### src/rtl/psum_drain.sv
// Drain stage for the PE-array output buffer: reads a programmed number of
// 33-bit psums, saturates them to 16 bits, applies optional ReLU and streams them out.
module psum_drain #(
  parameter int PSUM_WIDTH = 33,
  parameter int OUT_WIDTH  = 16,
  parameter int CNT_WIDTH  = 6
) (
  input  logic                  clk,
  input  logic                  rst,
  input  logic                  start,
  input  logic [CNT_WIDTH-1:0]  out_count,
  input  logic                  relu_en,
  input  logic                  outbuf_empty,
  output logic                  outbuf_ren,
  input  logic [PSUM_WIDTH-1:0] outbuf_dout,
  output logic                  m_valid,
  input  logic                  m_ready,
  output logic [OUT_WIDTH-1:0]  m_data,
  output logic                  m_last,
  output logic                  busy,
  output logic                  done,
  output logic                  sat_flag
);

  typedef enum logic [1:0] {
    IDLE,
    REQ,
    CAPT,
    HOLD
  } state_t;

  // Clip bounds expressed at psum width so the compare stays signed end to end.
  localparam logic signed [PSUM_WIDTH-1:0] SAT_MAX = PSUM_WIDTH'((1 << (OUT_WIDTH-1)) - 1);
  localparam logic signed [PSUM_WIDTH-1:0] SAT_MIN = ~SAT_MAX;

  state_t                 state;
  state_t                 state_nxt;
  logic [CNT_WIDTH-1:0]   remaining;
  logic                   relu_q;
  logic                   handshake;
  logic                   last_word;

  logic signed [PSUM_WIDTH-1:0] psum;
  logic signed [OUT_WIDTH-1:0]  sat_val;
  logic [OUT_WIDTH-1:0]         result;
  logic                         clip;

  assign psum      = signed'(outbuf_dout);
  assign handshake = m_valid && m_ready;
  assign last_word = (remaining == CNT_WIDTH'(1));
  assign busy      = (state != IDLE);

  // Saturation first, ReLU second: ReLU zeroing is never counted as clipping.
  always_comb begin
    // NOTE: every signal gets a default first, so no path through the block can infer a latch.
    clip    = 1'b0;
    sat_val = psum[OUT_WIDTH-1:0];
    if (psum > SAT_MAX) begin
      sat_val = SAT_MAX[OUT_WIDTH-1:0];
      clip    = 1'b1;
    end else if (psum < SAT_MIN) begin
      sat_val = SAT_MIN[OUT_WIDTH-1:0];
      clip    = 1'b1;
    end
    result = sat_val;
    if (relu_q && sat_val[OUT_WIDTH-1]) begin
      result = '0;
    end
  end

  // Read strobe only in REQ, so at most one FIFO word is ever in flight.
  always_comb begin
    state_nxt  = state;
    outbuf_ren = 1'b0;
    unique case (state)
      IDLE: begin
        if (start && (out_count != '0)) begin
          state_nxt = REQ;
        end
      end
      REQ: begin
        if (!outbuf_empty) begin
          outbuf_ren = 1'b1;
          state_nxt  = CAPT;
        end
      end
      CAPT: begin
        state_nxt = HOLD;
      end
      HOLD: begin
        if (handshake) begin
          state_nxt = last_word ? IDLE : REQ;
        end
      end
      default: begin
        state_nxt = IDLE;
      end
    endcase
  end

  always_ff @(posedge clk or negedge rst) begin
    if (!rst) begin
      state     <= IDLE;
      remaining <= '0;
      relu_q    <= 1'b0;
      m_valid   <= 1'b0;
      m_data    <= '0;
      m_last    <= 1'b0;
      done      <= 1'b0;
      sat_flag  <= 1'b0;
    end else begin
      // NOTE: non-blocking assignments, so every register sees pre-edge values of the others.
      state <= state_nxt;
      done  <= 1'b0;
      unique case (state)
        IDLE: begin
          if (start) begin
            sat_flag <= 1'b0;
            if (out_count == '0) begin
              done <= 1'b1;
            end else begin
              remaining <= out_count;
              relu_q    <= relu_en;
            end
          end
        end
        CAPT: begin
          m_data  <= result;
          m_valid <= 1'b1;
          m_last  <= last_word;
          if (clip) begin
            sat_flag <= 1'b1;
          end
        end
        HOLD: begin
          if (handshake) begin
            m_valid   <= 1'b0;
            m_last    <= 1'b0;
            remaining <= remaining - CNT_WIDTH'(1);
            if (last_word) begin
              done <= 1'b1;
            end
          end
        end
        default: begin
        end
      endcase
    end
  end

endmodule

### config.mk
export PLATFORM = sky130hd
export DESIGN_NAME = psum_drain
export DESIGN_NICKNAME = d
export VERILOG_FILES = /design/src/rtl/psum_drain.sv
export SDC_FILE = /design/constraint.sdc
export NUM_CORES = 1
export LEC_CHECK = 0
export BUFFER_PORTS_ARGS = -buffer_cell sky130_fd_sc_hd__buf_2
export CELL_PAD_IN_SITES_DETAIL_PLACEMENT = 1
export CELL_PAD_IN_SITES_GLOBAL_PLACEMENT = 1
export CORE_MARGIN = 2
export CORE_UTILIZATION = 32
export DETAILED_ROUTE_END_ITERATION = 6
export PLACE_DENSITY_LB_ADDON = 0.1
export SYNTH_ARGS = -nofsm -noshare
export SYNTH_HDL_FRONTEND = slang
export SYNTH_SLANG_ARGS = --single-unit
### constraint.sdc
create_clock -name clk -period 1.9 [get_ports clk]
set_input_delay 0.38 -clock clk [delete_from_list [all_inputs] [get_ports clk]]
set_output_delay 0.38 -clock clk [all_outputs]
set_load 0.01 [all_outputs]
==> qor.log <==
qor: status.run_status finished clean
qor: pwr.vdd_ir_drop_max 0.5366 mV
qor: floorplanning.dieArea 5801 µm²
qor: timing.max_freq 554.2 MHz
qor: critical_path.critical_path.startpoint_type register
qor: routing.postRouteWirelength 5087 µm
qor: pwr.cellPowerDensity 1559 nW/µm²
qor: floorplanning.floorplan.core_area 5075 µm²
qor: timing.rsz0062_at_grt true
qor: clocking.clock_sink_count 29
qor: final_layout.final.fill_count 623
qor: synthesis.synth_sequential_area_ratio 0.4354
qor: final_layout.mostFrequentLayoutCell sky130_fd_sc_hd__buf_2
qor: clocking.post_cts_hold_buffers 0
qor: floorplanning.std_cell_rows 26
qor: routing.via_count 1637
qor: clocking.clk-insertion-delay-late 0.28 ns
qor: final_layout.multi_input_comb_area 879.6 µm²
qor: run.timing.max_cap.violations 0
qor: synthesis.synth_ff_type sky130_fd_sc_hd__dfrtp_1
qor: critical_path.critical_path.endpoint_type register
qor: placed_design.buffer_ports.inserted 66
qor: synthesis.edff_count_synth 0
qor: routing.drtIter0Drc 52
qor: routing.remaining_drc_errors 0
qor: timing.slew_viol_final 0
qor: global_route.grt_first_pass_wirelength 8431 µm
qor: synthesis.synth_top_family_by_area compound AO/OA/AOI/OAI gates
qor: synthesis.ys_seq_elements 29
qor: synthesis.synth_warnings 0
qor: routing.wl_met1 2145 µm
qor: timing.hold_viol_final 0
qor: timing.post_route_setup_tns 0 ns
qor: clocking.cts_tree done
qor: timing.maxSlewHeadroom 0.5406
qor: critical_path.crit_fanout 6
qor: synthesis.syn_avg_cell_area 10.75 µm²
qor: synthesis.synthDominantAreaCellType sky130_fd_sc_hd__dfrtp_1
qor: synthesis.netlist.area_leader.share 0.4354
qor: critical_path.cp_slowest_stage_delay 0.64 ns
qor: pwr.leakagePower 1.029 nW
qor: clocking.h-tree-depth 2
qor: synthesis.synth-compound-area-share 0.2500
qor: timing.final.period_utilization 0.9497
qor: synthesis.synth_async_sr_flop_share 1.000
qor: synthesis.synth.cell_area 1667 µm²
qor: placed_design.place.gp.congestion 0.7726
qor: synthesis.postSynthNetCount 206
qor: routing.route.antenna.remaining_nets 0
qor: final_layout.finalNonFillerCells 306
qor: critical_path.critical_path_class register to register
qor: critical_path.slowest_stage sky130_fd_sc_hd__or4b_2
qor: critical_path.cp_top_family simple AND/OR/NAND/NOR gates
qor: clocking.root_buffer sky130_fd_sc_hd__clkbuf_8
qor: synthesis.synth-adder-area-share 0.04505
qor: critical_path.worst-path-stages 4
qor: clocking.clockBufferDepth 2
qor: timing.clock_skew 0.006964 ns
qor: placed_design.placed_cells_incl_taps 298
qor: hold_path.hp-class primary input to async pin
qor: pwr.totalPowerFinal 3.528 mW
qor: synthesis.synth-simple-area-share 0.1832
qor: synthesis.netlist_instances 155
qor: routing.top_routing_layer_in_use met4
qor: critical_path.reg2reg_depth 4
qor: global_route.grt_start_max_net_pins 30
qor: final_layout.layout.cells.most_common_list 66 x sky130_fd_sc_hd__buf_2, 27 x sky130_fd_sc_hd__dfrtp_1, 13 x sky130_fd_sc_hd__nand2_1, 12 x sky130_fd_sc_hd__buf_4, 10 x sky130_fd_sc_hd__a221o_1
qor: synthesis.netlist-cell-type-count 48
qor: clocking.cts.reportedPaths.clkPinSlew 0.07 ns
qor: critical_path.timing.critical_path.arrival 2.03 ns
qor: global_route.globalRoute.totalOverflow 0
qor: timing.worst-slew-pin-transition 0.6891 ns
qor: routing.routedWlPerCell 16.62 µm
qor: critical_path.cp.buffers_inverters 0
qor: floorplanning.fp.dieH 76.17 µm
qor: routing.first_pass_iters 4
qor: final_layout.drive_above_1_share 0.4746
qor: global_route.groute.usage.overall 0.1780
qor: final_layout.register_area 728.2 µm²
qor: critical_path.path_cells ha_2 -> or4b_2 -> o32ai_1 -> a22o_1
qor: routing.met2_wirelength 2534 µm
qor: floorplanning.initial_core_utilization 0.3284
qor: timing.finalSetupViolCount 0
qor: floorplanning.die_x 76.17 µm
qor: floorplanning.top_ports 67
qor: critical_path.critPathRequiredTime 2.12 ns
qor: synthesis.synth.top_cells.by_area sky130_fd_sc_hd__dfrtp_1 44%, sky130_fd_sc_hd__a221o_1 6.0%, sky130_fd_sc_hd__ha_1 4.5%
qor: routing.met3_wirelength 300 µm
qor: timing.fin_crit 1.805 ns
qor: final_layout.area_growth 35.81%
qor: synthesis.muxShareOfSynthArea 0.03754
qor: final_layout.postLayoutCellArea 2263 µm²
qor: global_route.via_count_of_the_first_global_routing_pass 1732
qor: clocking.tritoncts.num_buffers 5
qor: synthesis.synth-xor-area-share 0
qor: placed_design.hpwl 3921 µm
qor: final_layout.antenna-diode-count 0
qor: routing.route.detailed.vias_per_inst 5.350
qor: final_layout.fin_nets 286
qor: global_route.number_of_antenna_violations_at_the_first_check_in_global_routing 0
qor: placed_design.dpl_cell_area 2155 µm²
stage by stage:
| stage | util | setup WS (ns) | hold slack (ns) |
|---|---|---|---|
| after floorplan | - | 0.05432 | 0.08441 |
| after global placement | 0.4246 | -0.03565 | 0.4427 |
| after detailed placement | 0.4246 | -0.09338 | 0.4689 |
| after CTS | 0.4416 | 0.03184 | 0.1623 |
| after global routing | 0.4460 | -0.006463 | 0.1907 |
| final | 0.4460 | 0.09550 | 0.1445 |
cells by family after synthesis:
logic type	Yosys count
AO/OA/AOI/OAI	45
adder cells (fa/ha/maj)	6
buffers and inverters	17
flip-flops	29
multiplexers	6
AND/OR/NAND/NOR	52
layout make-up:
| class | instances | share of cell area |
|---|---|---|
| flip-flops and latches | 29 | 0.3217 |
| clock inverters | 3 | 0.007739 |
| well taps | 70 | 0.03870 |
| multi-input cells | 109 | 0.3886 |
| inverters | 11 | 0.01824 |
| repair buffers | 79 | 0.1946 |
| clock buffers | 5 | 0.03040 |
layer usage:
metal	vias up	global-route usage
li1	768	-
met3	10	0.05450
met2	58	0.3000
met4	0	0.06182
met5	-	0
met1	801	0.2164
what timing repair did:
| item | in CTS | in global routing |
|---|---|---|
| setup buffers | 0 | 0 |
| resized for setup | 0 | 10 |
| endpoints found under the setup margin | 0 | 16 |
state kept, by name, indices dropped and copies added (netlist names):
register and flops:
relu_q 1, m_data 16, sat_flag 1, state 2, done 1, remaining 6
m_last 1, m_valid 1
power by group:
| group | leakage [nW] | internal, mW | total [mW] | switching (mW) |
|---|---|---|---|---|
| clock network | 0.0439 | 0.252 | 0.499 | 0.247 |
| logic | 0.641 | 0.907 | 1.86 | 0.952 |
| registers | 0.343 | 0.928 | 1.17 | 0.242 |
path summary, 6_finish.rpt:
path	from	end	slack [ns]
setup / recovery	state[0]	remaining[3]	0.1
hold / removal	rst	relu_q	0.14
setup reg to reg	state[0]	remaining[3]	0.1
hold reg to reg	m_data[5]	m_data[5]	0.51
max in group asynchronous	rst	state[1]	1.28
min in group clk	m_ready	m_valid	0.33
synth_stat cells (3+ instances only):
master / count
sky130_fd_sc_hd__dfrtp_1: 29
sky130_fd_sc_hd__nand2_1: 13
sky130_fd_sc_hd__a221o_1: 10
sky130_fd_sc_hd__inv_1: 10
sky130_fd_sc_hd__nor2_1: 7
sky130_fd_sc_hd__a21oi_1: 6
sky130_fd_sc_hd__ha_1: 6
sky130_fd_sc_hd__nor4_1: 6
sky130_fd_sc_hd__a221o_2: 5
sky130_fd_sc_hd__nor3_1: 5
sky130_fd_sc_hd__mux2i_1: 4
sky130_fd_sc_hd__nand4_1: 4
sky130_fd_sc_hd__a31oi_1: 3
sky130_fd_sc_hd__o21ai_0: 3
sky130_fd_sc_hd__o32ai_1: 3
(Power assumes the default switching activity.)
